<file path="src/rtl/esc_pkg.sv">
// esc_pkg: shared types, default timing constants and pulse-width arithmetic for the ESC driver
// Contents: FSM state enum, PERIOD/MIN/MAX/SCALE defaults, speed/trim/pulse typedefs, pw_calc helper.
package esc_pkg;

    typedef enum logic [1:0] {DISARMED, RUN, FAILSAFE} state_e;

    localparam int PERIOD_D    = 1_000_000;
    localparam int MIN_PULSE_D = 50_000;
    localparam int MAX_PULSE_D = 100_000;
    localparam int SCALE_D     = 24;

    typedef logic [10:0]        spd_t;
    typedef logic signed [9:0]  trim_t;
    typedef logic [19:0]        pulse_t;

    // Offset + scale in 20 bits, then the signed trim is added in a wider signed
    // domain so a negative trim below MIN clamps up instead of wrapping to a huge width.
    function automatic pulse_t pw_calc(input spd_t spd, input trim_t trim,
                                       input int mn, input int mx, input int sc);
        logic signed [21:0] raw, lo, hi;
        lo  = $signed({2'b00, pulse_t'(mn)});
        hi  = $signed({2'b00, pulse_t'(mx)});
        raw = $signed({2'b00, pulse_t'(pulse_t'(mn) + pulse_t'(sc) * pulse_t'(spd))}) + 22'(trim);
        return raw < lo ? pulse_t'(mn) : raw > hi ? pulse_t'(mx) : raw[19:0];
    endfunction

endpackage

</file>
<file path="src/rtl/esc_quad_drv_if.sv">
// esc_quad_drv_if: controller-to-ESC-driver bundle (speeds + strobe in, pulses + status out)
// Signals: vld, frnt/bck/lft/rght_spd (11b), trim_* (10b signed, only with ESC_TRIM_EN),
//          pwm_frnt/bck/lft/rght, frm_strt, armed, stale.
// master = flight controller side, slave = esc_quad_drv.
interface esc_quad_drv_if;
    logic          vld;
    esc_pkg::spd_t frnt_spd, bck_spd, lft_spd, rght_spd;
`ifdef ESC_TRIM_EN
    esc_pkg::trim_t trim_frnt, trim_bck, trim_lft, trim_rght;
`endif
    logic pwm_frnt, pwm_bck, pwm_lft, pwm_rght, frm_strt, armed, stale;

    modport master (
`ifdef ESC_TRIM_EN
        output trim_frnt, trim_bck, trim_lft, trim_rght,
`endif
        output vld, frnt_spd, bck_spd, lft_spd, rght_spd,
        input  pwm_frnt, pwm_bck, pwm_lft, pwm_rght, frm_strt, armed, stale
    );

    modport slave (
`ifdef ESC_TRIM_EN
        input  trim_frnt, trim_bck, trim_lft, trim_rght,
`endif
        input  vld, frnt_spd, bck_spd, lft_spd, rght_spd,
        output pwm_frnt, pwm_bck, pwm_lft, pwm_rght, frm_strt, armed, stale
    );
endinterface

</file>
<file path="src/rtl/esc_chan.sv">
// esc_chan: one ESC channel - shadow capture, width computation, active register, pulse comparator
// Ports: clk, rst, i_vld (capture strobe), i_spd/i_trim (raw inputs), i_frm (frame-start cycle),
//        i_run (use computed width, else MIN_PULSE), i_cnt (frame counter), o_pwm (registered pulse).
module esc_chan
    import esc_pkg::*;
#(
    parameter int MIN_PULSE = MIN_PULSE_D,
    parameter int MAX_PULSE = MAX_PULSE_D,
    parameter int SCALE     = SCALE_D
) (
    input  logic   clk,
    input  logic   rst,
    input  logic   i_vld,
    input  spd_t   i_spd,
    input  trim_t  i_trim,
    input  logic   i_frm,
    input  logic   i_run,
    input  pulse_t i_cnt,
    output logic   o_pwm
);
    spd_t   r_spd;
    trim_t  r_trim;
    pulse_t r_act, w_act;
    logic   r_pwm;

    // The frame-start edge loads from the shadow as it stood before that edge,
    // and the comparator uses the width being loaded so the pulse rises at cnt==1.
    always_comb w_act = !i_frm ? r_act :
                        i_run  ? pw_calc(r_spd, r_trim, MIN_PULSE, MAX_PULSE, SCALE) :
                                 pulse_t'(MIN_PULSE);

    always_ff @(posedge clk) begin
        if (rst) begin
            r_spd  <= '0;
            r_trim <= '0;
            r_act  <= '0;
            r_pwm  <= 1'b0;
        end else begin
            if (i_vld) begin
                r_spd  <= i_spd;
                r_trim <= i_trim;
            end
            r_act <= w_act;
            r_pwm <= i_cnt < w_act;
        end
    end

    assign o_pwm = r_pwm;
endmodule

</file>
<file path="src/rtl/esc_quad_drv.sv">
// esc_quad_drv: four-channel servo-style ESC pulse generator with arming sequence and stale failsafe
// Ports: clk, rst (sync, active high), bus (esc_quad_drv_if.slave: speeds/vld in, pwm/status out).
// Optional: define ESC_TRIM_EN to add signed per-channel trims sampled with vld.
module esc_quad_drv
    import esc_pkg::*;
#(
    parameter int PERIOD       = PERIOD_D,
    parameter int MIN_PULSE    = MIN_PULSE_D,
    parameter int MAX_PULSE    = MAX_PULSE_D,
    parameter int SCALE        = SCALE_D,
    parameter int ARM_FRAMES   = 50,
    parameter int STALE_FRAMES = 4
) (
    input logic           clk,
    input logic           rst,
    esc_quad_drv_if.slave bus
);
    pulse_t      r_cnt;
    state_e      r_st, w_st;
    logic [15:0] r_arm, r_stl;
    logic        r_seen, w_frm, w_run;
    spd_t        w_spd  [4];
    trim_t       w_trim [4];
    logic [3:0]  w_pwm;

    // Gated by rst so frm_strt stays low while reset is held yet fires on the
    // very first cycle after release, when cnt already sits at 0.
    always_comb begin
        w_frm = r_cnt == '0 && !rst;
        w_st  = !w_frm               ? r_st :
                r_st == DISARMED     ? (r_arm == 16'(ARM_FRAMES) ? RUN : DISARMED) :
                r_st == RUN          ? (!r_seen && r_stl == 16'(STALE_FRAMES - 1) ? FAILSAFE : RUN) :
                r_seen               ? RUN : FAILSAFE;
        w_run = w_st == RUN;
    end

    // seen restarts at each frame start; a vld on that same cycle belongs to the new frame.
    always_ff @(posedge clk) begin
        if (rst) begin
            r_cnt  <= '0;
            r_st   <= DISARMED;
            r_arm  <= '0;
            r_stl  <= '0;
            r_seen <= 1'b0;
        end else begin
            r_cnt  <= r_cnt == pulse_t'(PERIOD - 1) ? '0 : r_cnt + 1'b1;
            r_st   <= w_st;
            r_seen <= w_frm ? bus.vld : r_seen | bus.vld;
            r_arm  <= w_frm && r_st == DISARMED ? r_arm + 1'b1 : r_arm;
            r_stl  <= r_st != RUN || (w_frm && r_seen) ? '0 : w_frm ? r_stl + 1'b1 : r_stl;
        end
    end

    assign w_spd = '{bus.frnt_spd, bus.bck_spd, bus.lft_spd, bus.rght_spd};
`ifdef ESC_TRIM_EN
    assign w_trim = '{bus.trim_frnt, bus.trim_bck, bus.trim_lft, bus.trim_rght};
`else
    assign w_trim = '{default: '0};
`endif

    for (genvar c = 0; c < 4; c++) begin : g_ch
        esc_chan #(
            .MIN_PULSE(MIN_PULSE),
            .MAX_PULSE(MAX_PULSE),
            .SCALE    (SCALE)
        ) u_chan (
            .clk   (clk),
            .rst   (rst),
            .i_vld (bus.vld),
            .i_spd (w_spd[c]),
            .i_trim(w_trim[c]),
            .i_frm (w_frm),
            .i_run (w_run),
            .i_cnt (r_cnt),
            .o_pwm (w_pwm[c])
        );
    end

    assign bus.pwm_frnt = w_pwm[0];
    assign bus.pwm_bck  = w_pwm[1];
    assign bus.pwm_lft  = w_pwm[2];
    assign bus.pwm_rght = w_pwm[3];
    assign bus.frm_strt = w_frm;
    assign bus.armed    = r_st != DISARMED;
    assign bus.stale    = r_st == FAILSAFE;
endmodule

</file>
<file path="src/flat_wrapper.sv">
// flat-port wrapper written by rule: the top's interface ports become plain ports
module esc_quad_drv_flat import esc_pkg::*;
#(
    parameter int PERIOD       = PERIOD_D,
    parameter int MIN_PULSE    = MIN_PULSE_D,
    parameter int MAX_PULSE    = MAX_PULSE_D,
    parameter int SCALE        = SCALE_D,
    parameter int ARM_FRAMES   = 50,
    parameter int STALE_FRAMES = 4
)
  (clk, rst, bus_vld, bus_frnt_spd, bus_bck_spd, bus_lft_spd, bus_rght_spd, bus_pwm_frnt, bus_pwm_bck, bus_pwm_lft, bus_pwm_rght, bus_frm_strt, bus_armed, bus_stale);
  esc_quad_drv_if bus_i ();
  input logic clk;
  input logic rst;
  input wire logic [$bits(bus_i.vld)-1:0] bus_vld;
  input wire logic [$bits(bus_i.frnt_spd)-1:0] bus_frnt_spd;
  input wire logic [$bits(bus_i.bck_spd)-1:0] bus_bck_spd;
  input wire logic [$bits(bus_i.lft_spd)-1:0] bus_lft_spd;
  input wire logic [$bits(bus_i.rght_spd)-1:0] bus_rght_spd;
  output wire logic [$bits(bus_i.pwm_frnt)-1:0] bus_pwm_frnt;
  output wire logic [$bits(bus_i.pwm_bck)-1:0] bus_pwm_bck;
  output wire logic [$bits(bus_i.pwm_lft)-1:0] bus_pwm_lft;
  output wire logic [$bits(bus_i.pwm_rght)-1:0] bus_pwm_rght;
  output wire logic [$bits(bus_i.frm_strt)-1:0] bus_frm_strt;
  output wire logic [$bits(bus_i.armed)-1:0] bus_armed;
  output wire logic [$bits(bus_i.stale)-1:0] bus_stale;
  assign bus_i.vld = bus_vld;
  assign bus_i.frnt_spd = bus_frnt_spd;
  assign bus_i.bck_spd = bus_bck_spd;
  assign bus_i.lft_spd = bus_lft_spd;
  assign bus_i.rght_spd = bus_rght_spd;
  assign bus_pwm_frnt = bus_i.pwm_frnt;
  assign bus_pwm_bck = bus_i.pwm_bck;
  assign bus_pwm_lft = bus_i.pwm_lft;
  assign bus_pwm_rght = bus_i.pwm_rght;
  assign bus_frm_strt = bus_i.frm_strt;
  assign bus_armed = bus_i.armed;
  assign bus_stale = bus_i.stale;
  esc_quad_drv #(.PERIOD(PERIOD), .MIN_PULSE(MIN_PULSE), .MAX_PULSE(MAX_PULSE), .SCALE(SCALE), .ARM_FRAMES(ARM_FRAMES), .STALE_FRAMES(STALE_FRAMES)) u_core (.clk(clk), .rst(rst), .bus(bus_i));
endmodule
</file>
<file path="config.mk">
export PLATFORM = sky130hd
export DESIGN_NAME = esc_quad_drv_flat
export DESIGN_NICKNAME = d
export VERILOG_FILES = /design/src/rtl/esc_pkg.sv /design/src/rtl/esc_quad_drv_if.sv /design/src/rtl/esc_chan.sv /design/src/rtl/esc_quad_drv.sv /design/src/flat_wrapper.sv
export SDC_FILE = /design/constraint.sdc
export NUM_CORES = 1
export LEC_CHECK = 0
export BUFFER_PORTS_ARGS = -buffer_cell sky130_fd_sc_hd__clkbuf_2
export CAP_MARGIN = 0
export CORE_UTILIZATION = 57
export CTS_CLUSTER_DIAMETER = 100
export DETAILED_ROUTE_END_ITERATION = 12
export PLACE_DENSITY_LB_ADDON = 0.05
export SYNTH_ARGS = -nofsm -noshare
export SYNTH_HDL_FRONTEND = slang
export SYNTH_SLANG_ARGS = --single-unit
export TNS_END_PERCENT = 10
</file>
<file path="constraint.sdc">
create_clock -name clk -period 5.6 [get_ports clk]
set_clock_uncertainty 0.05 [all_clocks]
set_input_delay 0.56 -clock clk [delete_from_list [all_inputs] [get_ports clk]]
set_output_delay 0.56 -clock clk [all_outputs]
set_load 0.01 [all_outputs]
</file>
==> impl_metrics.yaml, run 1 <==
synth:
  synth.yosys.seq_area_share_pct: 27.7
  syn-mean-instance-area_um2: 8.43
  postSynthRegisterBits: 183
  mappedNetlistNets: 1753
  combined_area_of_all_synthesized_cells_um2: 13200
  edff_count_synth: 0
  synth.yosys.warnings: 0
  synthFlopType: "dfxtp_1"
  synthArstFlopShare_pct: 0
  postSynthCellCount: 1568
  post_synth_num_cell_types: 105
sta:
  setup_slack_ps: 321
  report.final.slew_viol_count: 0
  max-slew-margin-rel_pct: 40.6
  finalCriticalPeriod_ps: 5280
  worst-slew-pin-transition_ps: 878
  finalSetupViolations: 0
  fin_crit_sh_pct: 94.3
  timing_hold_violations_final: 0
  timing.fmax_ghz: 0.189
  rsz0062_at_grt: "yes"
layout:
  antenna_cell_count: 0
  area_delta_synth_final_pct: 11.3
  final-instance-count-excl-fill: 1928
  layout.cells.most_common: "nor2_1"
  layout.nets: 1816
  layout.cells.most_common_list: "200 x nor2_1, 183 x dfxtp_1, 134 x ha_1"
  drive_above_1_share_pct: 12.9
clocking:
  clk_transition_reported_paths_ps: 80
  clock_sinks: 183
  tritoncts.num_buffers: 17
  cts_root_buf: "clkbuf_16"
  clockBufferDepth: 2
  cts.htree.levels: 4
  cts_tree: "built"
  worst_skew_pair.late_latency_ps: 440
  ctsHoldBuffers: 0
floorplan:
  start_util_pct: 58.2
  die-area_um2: 23800
  rows: 55
  fp.coreArea_um2: 22700
  io_pins: 54
  die_h_um: 154
  die-width_um: 154
power:
  combinational_cell_fraction_of_total_power_pct: 25.8
  power_per_cell_area_nw_per_um2: 240
  power.share.switching_pct: 32.0
  power.static_leakage_nw: 6.47
  power_frac_seq_pct: 39.1
  power.net_switching_mw: 1.13
  power_frac_clock_pct: 35.1
  worst_ir_drop_vdd_v: 0.000154
  internal_power_mw: 2.40
worst_hold_path:
  hp-class: "in -> reg"
  worst_hold_startpoint: "bus_rght_spd[4]"
route:
  detail_routed_via_count_per_cell: 6.10
  drt_pre_antenna_iters: 7
  post_drt_wl_per_cell_um: 16.7
  drt-total-wl_mm: 32.1
  route.vias.total: 11800
  detailedRoute.firstIterationViolations: 708
  post-route-drc-count: 0
  ant_nets: 0
grt:
  antenna_found_initial: 0
  wire_length_of_the_first_global_routing_pass_mm: 53.3
  grt-ovfl-total: 0
  global_route_usage_over_all_layers_pct: 27.4
  number_of_global_route_vias_before_repair: 11000
  pin_count_of_the_biggest_net_entering_global_routing: 61
job:
  cap_violations: 0
critical_path:
  worst-endpoint-arrival_ps: 5590
  timing.critical_path.fanout_max: 9
  worst_setup_path_end_kind: "register"
  worst_setup_path_startpoint: "u_core.g_ch[0].u_chan.r_spd[1]$_SDFFE_PP0P_"
  crit_required_ps: 5910
  crit_type: "reg -> reg"
  crit_path_start_kind: "register"
  timing.rr.start: "u_core.g_ch[0].u_chan.r_spd[1]$_SDFFE_PP0P_"
status:
  status: "finished clean"
placement:
  globalplace.congestion: 0.897
  count_of_input_and_output_buffers: 53
  detailedPlace.worstSlack_ps: 34.3
  placed_cells_incl_taps: 1894
  place_hpwl_mm: 23.0
[final timing paths]
path         slack [ps]                                           to  depth (start not counted)
min reg2reg         400    u_core.g_ch[3].u_chan.r_act[1]$_SDFF_PP0_                          2
max reg2reg         320       u_core.g_ch[0].u_chan.o_pwm$_SDFF_PP0_                         21
max                 320       u_core.g_ch[0].u_chan.o_pwm$_SDFF_PP0_                         21
min                 300  u_core.g_ch[3].u_chan.r_spd[4]$_SDFFE_PP0P_                          3
[flip-flops by register name (all words and copies together) (netlist names)]
register,cells
u_core.g_ch.u_chan.r_act,80
u_core.r_cnt,20
u_core.r_st,2
u_core.r_arm,16
u_core.r_seen,1
u_core.g_ch.u_chan.r_spd,44
u_core.r_stl,16
u_core.g_ch.u_chan.o_pwm,4
[cell type report]
cell class	count	area [um2]
Multi-Input combinational cell	1296	9370
Fill cell	2017	7990
Sequential cell	183	3660
Timing Repair Buffer	97	598
Clock buffer	19	453
Tap cell	285	357
Clock inverter	12	141
Inverter	36	135
[per-stage QoR]
| step | instance area [um2] | setup TNS, ps | total power [mW] | hold slack, ps | utilization [%] |
|---|---|---|---|---|---|
| floorplan | 13200 | 0 | 2.07 | 372 | - |
| global placement | 13900 | 0 | 2.27 | 381 | 61.3 |
| detailed placement | 13900 | 0 | 2.28 | 388 | 61.3 |
| CTS | 14500 | 0 | 3.52 | 288 | 64.0 |
| global route | 14700 | -162 | 3.71 | 295 | 64.8 |
| finish | 14700 | 0 | 3.53 | 298 | 64.8 |
[critical path, cell delays in order, from the launching register on]
cell	delay, ps
dfxtp_1	360
ha_1	240
fa_1	500
a211o_4	390
a21oi_1	420
o32ai_4	210
xnor2_1	150
or3_1	310
a221o_1	360
a32o_2	340
o211a_1	240
a22oi_1	220
ha_1	280
a21o_1	160
a21oi_1	150
nor2b_1	60
o21ai_0	140
nand2b_1	70
a21oi_1	150
nor2b_1	50
o21ai_0	120
and3_1	220
[per-layer routing]
layer / global-route usage, % / share of wire, %
met2: 44.7 / 46
met5: 0 / 0
met4: 7.69 / 1.6
met1: 37.6 / 48
met3: 3.92 / 4.6
[repair_timing]
action                                  in CTS  in global routing
setup buffers                                0                  3
resized for setup                            0                 33
endpoints found under the setup margin       0                  4
[synthesized netlist by cell type, drive strengths merged, types with 14 or more instances]
| library cell | count | area share [%] |
|---|---|---|
| xnor2 | 45 | 3.0 |
| nand2b | 19 | 0.90 |
| nand2 | 100 | 2.8 |
| inv | 36 | 1.0 |
| buf | 14 | 0.61 |
| mux2i | 48 | 3.6 |
| ha | 134 | 13 |
| and2 | 19 | 0.91 |
| a22oi | 15 | 0.85 |
| nor3 | 20 | 0.79 |
| nor2b | 24 | 1.1 |
| dfxtp | 183 | 28 |
| a21oi | 95 | 3.6 |
| a211oi | 25 | 1.5 |
| or2 | 17 | 0.80 |
| a21o | 50 | 2.8 |
| clkbuf | 39 | 1.1 |
| and3 | 24 | 1.1 |
| o21ai | 75 | 2.9 |
| nand3 | 42 | 1.6 |
| nand4 | 31 | 1.5 |
| nor2 | 207 | 6.0 |
| or3 | 18 | 0.89 |
| xor2 | 52 | 3.6 |
| a31oi | 18 | 0.85 |
[cell families after synthesis]
| group | synth area share [%] |
|---|---|
| DFF | 27.7 |
| buffers and inverters | 2.73 |
| adders and majority gates | 13.3 |
| xor gates and xnor gates | 6.71 |
| AOI/OAI and AO/OA | 24.2 |
| muxes | 3.80 |
| and+or+nand+nor | 21.6 |
[power by group through the flow]
stage	sequential [mW]	combinational, mW	clock (mW)
2_1_floorplan	1.40	0.668	0
3_3_place_gp	1.41	0.859	0
3_5_place_dp	1.41	0.870	0
4_1_cts	1.38	0.876	1.26
5_1_grt	1.38	1.01	1.32
6_report	1.38	0.909	1.24
(Power assumes the default switching activity.)
==> inputs of run 2 (changes only) <==
Settings changed: BUFFER_PORTS_ARGS -buffer_cell sky130_fd_sc_hd__clkbuf_2 to not set, CORE_UTILIZATION 57 to 59, DONT_BUFFER_PORTS set to 1.
==> run 2 against run 1 <==
Effect of this change:
- maximum frequency is 1.4% higher
- core utilization is 0.82 points higher
- register-to-register slack better by 70 ps
- die area is 3.3% lower
- total power is 2.9% lower
- final cell count is 3.3% lower
- sequential share of layout area is 0.61 points higher
- highest routed layer is now met5
==> impl_metrics.yaml, run 2 (synthesis gave the netlist of run 1 again) <==
floorplan:
  die-area_um2: 23000
  die-width_um: 152
  fp.coreArea_um2: 21900
  rows: 54
  io_pins: 54
  die_h_um: 152
  start_util_pct: 60.4
sta:
  timing_hold_violations_final: 0
  timing.fmax_ghz: 0.192
  fin_worst_hold_slack_ps: 144
  rsz0062_at_grt: "yes"
  report.final.slew_viol_count: 0
  worst-slew-pin-transition_ps: 700
  max-slew-margin-rel_pct: 52.8
  fin_crit_sh_pct: 92.9
  finalCriticalPeriod_ps: 5200
  finalSetupViolations: 0
route:
  drt_pre_antenna_iters: 5
  ant_nets: 0
  detail_routed_via_count_per_cell: 6.16
  detailedRoute.firstIterationViolations: 570
  route.vias.total: 11500
  drt-total-wl_mm: 31.1
  post_drt_wl_per_cell_um: 16.7
  post-route-drc-count: 0
layout:
  largest_register_ffs: 80
  final-instance-count-excl-fill: 1864
  layout.nets: 1756
  antenna_cell_count: 0
  area_delta_synth_final_pct: 8.61
  register_area_um2: 3660
  multiInputGateArea_um2: 9370
  fin_util_pct: 65.6
  layout.cells.most_common_list: "198 x nor2_1, 183 x dfxtp_1, 134 x ha_1"
  n_fill_cell: 1891
  layout.cells.most_common: "nor2_1"
  biggestRegsByFlops: "u_core.g_ch.u_chan.r_act (80), u_core.g_ch.u_chan.r_spd (44), u_core.r_cnt (20)"
  regMostFlops: "u_core.g_ch.u_chan.r_act"
  final_instance_area_um2: 14400
  drive_above_1_share_pct: 9.79
status:
  status: "finished clean"
grt:
  grt-ovfl-total: 0
  antenna_found_initial: 1
  pin_count_of_the_biggest_net_entering_global_routing: 120
  global_route_usage_over_all_layers_pct: 27.5
  wire_length_of_the_first_global_routing_pass_mm: 50.7
  number_of_global_route_vias_before_repair: 10500
critical_path:
  crit_required_ps: 5870
  worst-endpoint-arrival_ps: 5480
  r2r_end: "u_core.g_ch[2].u_chan.o_pwm$_SDFF_PP0_"
  regToRegSetupSlack_ps: 400
  timing.rr.start: "u_core.g_ch[2].u_chan.r_spd[1]$_SDFFE_PP0P_"
  crit_type: "reg -> reg"
  crit_path_start_kind: "register"
  rr_worst_depth: 24
  worst_setup_path_end_kind: "register"
  timing.critical_path.fanout_max: 9
placement:
  dpl_cell_area_um2: 13600
  globalplace.congestion: 0.878
  place_hpwl_mm: 21.8
  count_of_input_and_output_buffers: 0
  placed_cells_incl_taps: 1830
clocking:
  tritoncts.num_buffers: 17
  worst_skew_pair.late_latency_ps: 440
  clock_sinks: 183
  ctsHoldBuffers: 0
  cts_tree: "built"
  cts.htree.levels: 4
  cts_root_buf: "clkbuf_16"
  clk_transition_reported_paths_ps: 70
  clockBufferDepth: 2
worst_hold_path:
  hp-class: "in -> reg"
  hold_path_depth: 1
  sink_of_the_worst_hold_path: "u_core.g_ch[1].u_chan.r_act[14]$_SDFF_PP0_"
  worst_hold_startpoint: "rst"
power:
  power_per_cell_area_nw_per_um2: 238
  worst_ir_drop_vdd_v: 0.000202
  power.static_leakage_nw: 6.20
job:
  cap_violations: 0
## run 2: cell count changes in the layout (fill, tap and decap cells not counted), sizes merged
cell,delta
clkbuf,-52
buf,-9
bufinv,-1
inv,+4
clkinv,-1
## run 2: per-layer routing
metal	wire [um]	GRT usage [%]	up-vias
li1	-	-	5822
met1	15100	37.6	5350
met2	13800	44.6	276
met3	1600	4.40	39
met4	498	7.23	2
met5	8	0	-
## run 2: report_power, final
group	switching (mW)	internal [mW]
sequential	0.0357	1.34
combinational	0.504	0.350
clock	0.564	0.625
## run 2: worst max-delay path by stage
stage	slack [ps]	endpoint	cells after the start	start
6_report	400	u_core.g_ch[2].u_chan.o_pwm$_SDFF_PP0_	24	u_core.g_ch[2].u_chan.r_spd[1]$_SDFFE_PP0P_
2_1_floorplan	290	u_core.g_ch[2].u_chan.o_pwm$_SDFF_PP0_	23	u_core.g_ch[2].u_chan.r_spd[1]$_SDFFE_PP0P_
3_5_place_dp	220	u_core.g_ch[2].u_chan.o_pwm$_SDFF_PP0_	23	u_core.g_ch[2].u_chan.r_spd[1]$_SDFFE_PP0P_
4_1_cts	180	u_core.g_ch[2].u_chan.o_pwm$_SDFF_PP0_	23	u_core.g_ch[2].u_chan.r_spd[1]$_SDFFE_PP0P_
3_3_place_gp	340	u_core.g_ch[2].u_chan.o_pwm$_SDFF_PP0_	23	u_core.g_ch[2].u_chan.r_spd[1]$_SDFFE_PP0P_
5_1_grt	-80	u_core.g_ch[2].u_chan.o_pwm$_SDFF_PP0_	24	u_core.g_ch[2].u_chan.r_spd[1]$_SDFFE_PP0P_
## run 2: timing repair
action,4_1_cts,5_1_grt
endpoints found under the setup margin,0,4
gates resized for setup,0,37
setup buffers,0,2
## run 2: cell type report
class                   count  share of cell area [%]
clock inverters            14                   0.958
inverters                  36                   0.941
multi-input cells        1296                    65.2
flip-flops and latches    183                    25.5
repair buffers             37                    1.93
clock buffers              18                    2.99
well taps                 280                    2.44
## run 2: worst max-delay path: stages, from the launching register on
cell and delay (ps):
dfxtp_1 360, ha_1 240, fa_2 390, a21o_1 190
a221oi_2 270, xor2_1 170, a2111oi_4 390, nand4_1 240
buf_4 210, a21oi_1 150, nor2_1 100, o221ai_4 150
buf_4 200, o21bai_1 150, o21ai_0 130, ha_1 340
a21o_1 170, a21o_1 180, a21oi_1 140, nor2b_1 60
o21ai_0 140, nand2b_1 70, a21oi_1 130, o31ai_1 90
a2111oi_1 370
## run 2: per-stage QoR
stage	setup TNS, ps	setup WS, ps	power, mW
6_report	0	396	3.42
5_1_grt	-128	-76.7	3.59
4_1_cts	0	180	3.41
3_5_place_dp	0	217	2.23
3_3_place_gp	0	336	2.22
2_1_floorplan	0	288	2.07
==> inputs of run 3 (changes only) <==
==> constraint.sdc (replaced) <==
create_clock -name clk -period 5.6 [get_ports clk]
set_clock_uncertainty 0.05 [all_clocks]
set_input_delay 1.12 -clock clk [delete_from_list [all_inputs] [get_ports clk]]
set_output_delay 1.12 -clock clk [all_outputs]
set_load 0.01 [all_outputs]
==> run 3 against run 2 <==
Effect of this change:
- first-iteration DRC count up 16%
- critical path depth shrank 2
- sequential power barely moved
- register-to-register slack worse by 160 ps
- final area about the same
- clock power hardly changed
- wire length fell by 0.43%
- hold slack improved by 250 ps
- setup slack got worse by 160 ps
- total power up 0.53%
- final cell count is 0.11% higher
==> impl_metrics.yaml, run 3 (synthesis gave the netlist of run 1 again) <==
floorplan:
  die_h_um: 152
  fp.coreArea_um2: 21900
  io_pins: 54
  start_util_pct: 60.4
  die-width_um: 152
  rows: 54
  die-area_um2: 23000
grt:
  number_of_global_route_vias_before_repair: 10300
  antenna_found_initial: 0
  wire_length_of_the_first_global_routing_pass_mm: 50.4
  pin_count_of_the_biggest_net_entering_global_routing: 120
  global_route_usage_over_all_layers_pct: 27.4
  grt-ovfl-total: 0
clocking:
  clockBufferDepth: 2
  worst_skew_pair.late_latency_ps: 430
  clock_sinks: 183
  cts_root_buf: "clkbuf_16"
  tritoncts.num_buffers: 17
  clk_transition_reported_paths_ps: 70
  cts.htree.levels: 4
  cts_tree: "built"
power:
  post-layout-total-power_mw: 3.44
  power.share.switching_pct: 31.1
  power.static_leakage_nw: 6.22
  worst_ir_drop_vdd_v: 0.000159
  combinational_cell_fraction_of_total_power_pct: 24.8
  power_frac_clock_pct: 35.1
  power_per_cell_area_nw_per_um2: 239
  power_frac_seq_pct: 40.1
  internal_power_mw: 2.37
  power.net_switching_mw: 1.07
status:
  status: "finished clean"
critical_path:
  worst_setup_path_end_kind: "register"
  timing.critical_path.fanout_max: 7
  sequence_of_cells_on_the_critical_path: "ha_1 -> fa_2 -> ha_1 -> o221a_2 -> a211o_1 -> and2_1 -> o21ai_0 -> nor4_2 -> nor2_2 -> o21ai_1 -> and2_1 -> ha_1 -> a21o_1 -> a21o_1 -> a21o_1 -> a21oi_1 -> nor2b_1 -> o21ai_0 -> nand2b_1 -> a21oi_1 -> o31ai_1 -> a2111oi_1"
  worst-endpoint-arrival_ps: 5610
  rr_worst_depth: 22
  timing.rr.start: "u_core.g_ch[1].u_chan.r_spd[1]$_SDFFE_PP0P_"
  timing.critical_path.slowest_stage_cell: "fa_2"
  crit_type: "reg -> reg"
  cp_slowest_stage_delay_ps: 480
  r2r_end: "u_core.g_ch[1].u_chan.o_pwm$_SDFF_PP0_"
  crit_path_start_kind: "register"
  regToRegSetupSlack_ps: 230
  crit_required_ps: 5850
worst_hold_path:
  hp-class: "reg -> reg"
  sink_of_the_worst_hold_path: "u_core.g_ch[1].u_chan.r_act[2]$_SDFF_PP0_"
  hold_path_depth: 2
  worst_hold_startpoint: "u_core.g_ch[1].u_chan.r_act[2]$_SDFF_PP0_"
route:
  drt-total-wl_mm: 30.9
  post_drt_wl_per_cell_um: 16.6
  post-route-drc-count: 0
  detail_routed_via_count_per_cell: 6.12
  route.vias.total: 11400
  detailedRoute.firstIterationViolations: 662
  ant_nets: 0
  drt_pre_antenna_iters: 5
layout:
  n_fill_cell: 1911
  final-instance-count-excl-fill: 1866
  register_area_um2: 3660
  layout.nets: 1759
  final_instance_area_um2: 14400
  drive_above_1_share_pct: 9.65
  antenna_cell_count: 0
  layout.cells.most_common: "nor2_1"
  regMostFlops: "u_core.g_ch.u_chan.r_act"
  largest_register_ffs: 80
  multiInputGateArea_um2: 9350
  area_delta_synth_final_pct: 8.71
  layout.cells.most_common_list: "199 x nor2_1, 183 x dfxtp_1, 134 x ha_1"
  biggestRegsByFlops: "u_core.g_ch.u_chan.r_act (80), u_core.g_ch.u_chan.r_spd (44), u_core.r_cnt (20)"
sta:
  timing_hold_violations_final: 0
  finalCriticalPeriod_ps: 5370
  setup_slack_ps: 232
  max-slew-margin-rel_pct: 42.0
  report.final.slew_viol_count: 0
  finalSetupViolations: 0
  finalSetupTns_ps: 0
  rsz0062_at_grt: "yes"
  fin_crit_sh_pct: 95.9
  worst-slew-pin-transition_ps: 856
  timing.fmax_ghz: 0.186
placement:
  count_of_input_and_output_buffers: 0
  detailedPlace.worstSlack_ps: 79.8
  placed_cells_incl_taps: 1833
  globalplace.congestion: 0.871
  dpl_cell_area_um2: 13600
  place_hpwl_mm: 21.8
job:
  cap_violations: 0
run 3: worst max-delay path by stage:
stage                                              to                                        start
6_report       u_core.g_ch[1].u_chan.o_pwm$_SDFF_PP0_  u_core.g_ch[1].u_chan.r_spd[1]$_SDFFE_PP0P_
5_1_grt        u_core.g_ch[3].u_chan.o_pwm$_SDFF_PP0_  u_core.g_ch[3].u_chan.r_spd[1]$_SDFFE_PP0P_
4_1_cts        u_core.g_ch[1].u_chan.o_pwm$_SDFF_PP0_  u_core.g_ch[1].u_chan.r_spd[1]$_SDFFE_PP0P_
3_5_place_dp   u_core.g_ch[1].u_chan.o_pwm$_SDFF_PP0_  u_core.g_ch[1].u_chan.r_spd[1]$_SDFFE_PP0P_
3_3_place_gp   u_core.g_ch[2].u_chan.o_pwm$_SDFF_PP0_  u_core.g_ch[2].u_chan.r_spd[1]$_SDFFE_PP0P_
2_1_floorplan  u_core.g_ch[2].u_chan.o_pwm$_SDFF_PP0_  u_core.g_ch[2].u_chan.r_spd[1]$_SDFFE_PP0P_
run 3: layout make-up:
class	instances	share of cell area, %
clock buffer	20	3.18
timing repair buffer	40	2.09
sequential	183	25.5
clock inverter	11	0.862
inverter	36	0.940
tap	280	2.44
multi-input combinational	1296	65.0
run 3: layer usage:
metal / wire length, um / global-route usage, % / vias up
li1: - / - / 5827
met1: 15600 / 38.4 / 5331
met2: 13600 / 43.5 / 240
met3: 1270 / 4.55 / 30
met4: 476 / 6.44 / 0
met5: 0 / 0 / -
run 3: timing repair:
item | in CTS | in global routing
hold buffers | 0 | 0
resized for setup | 1 | 34
endpoints found under the setup margin | 1 | 4
buffers inserted | 0 | 2
pin swaps | 0 | 2
run 3: power by group through the flow:
stage,logic (mW),clock network [mW],registers [mW]
after floorplan,0.668,0,1.40
after global placement,0.807,0,1.41
after detailed placement,0.819,0,1.41
after CTS,0.826,1.24,1.38
after global routing,0.948,1.29,1.38
final,0.853,1.21,1.38
run 3: per-stage QoR:
step / util [%] / hold WS (ps)
6_report: 65.7 / 396
5_1_grt: 65.7 / 411
2_1_floorplan: - / 372
4_1_cts: 64.9 / 396
3_3_place_gp: 62.3 / 381
3_5_place_dp: 62.3 / 385
run 3: worst max-delay path, delay by kind of cell (launching register included):
kind | cells | cell delay, ps
compound gates | 12 | 2620
fa+ha+maj | 4 | 1320
simple gates | 6 | 790
flops | 1 | 410
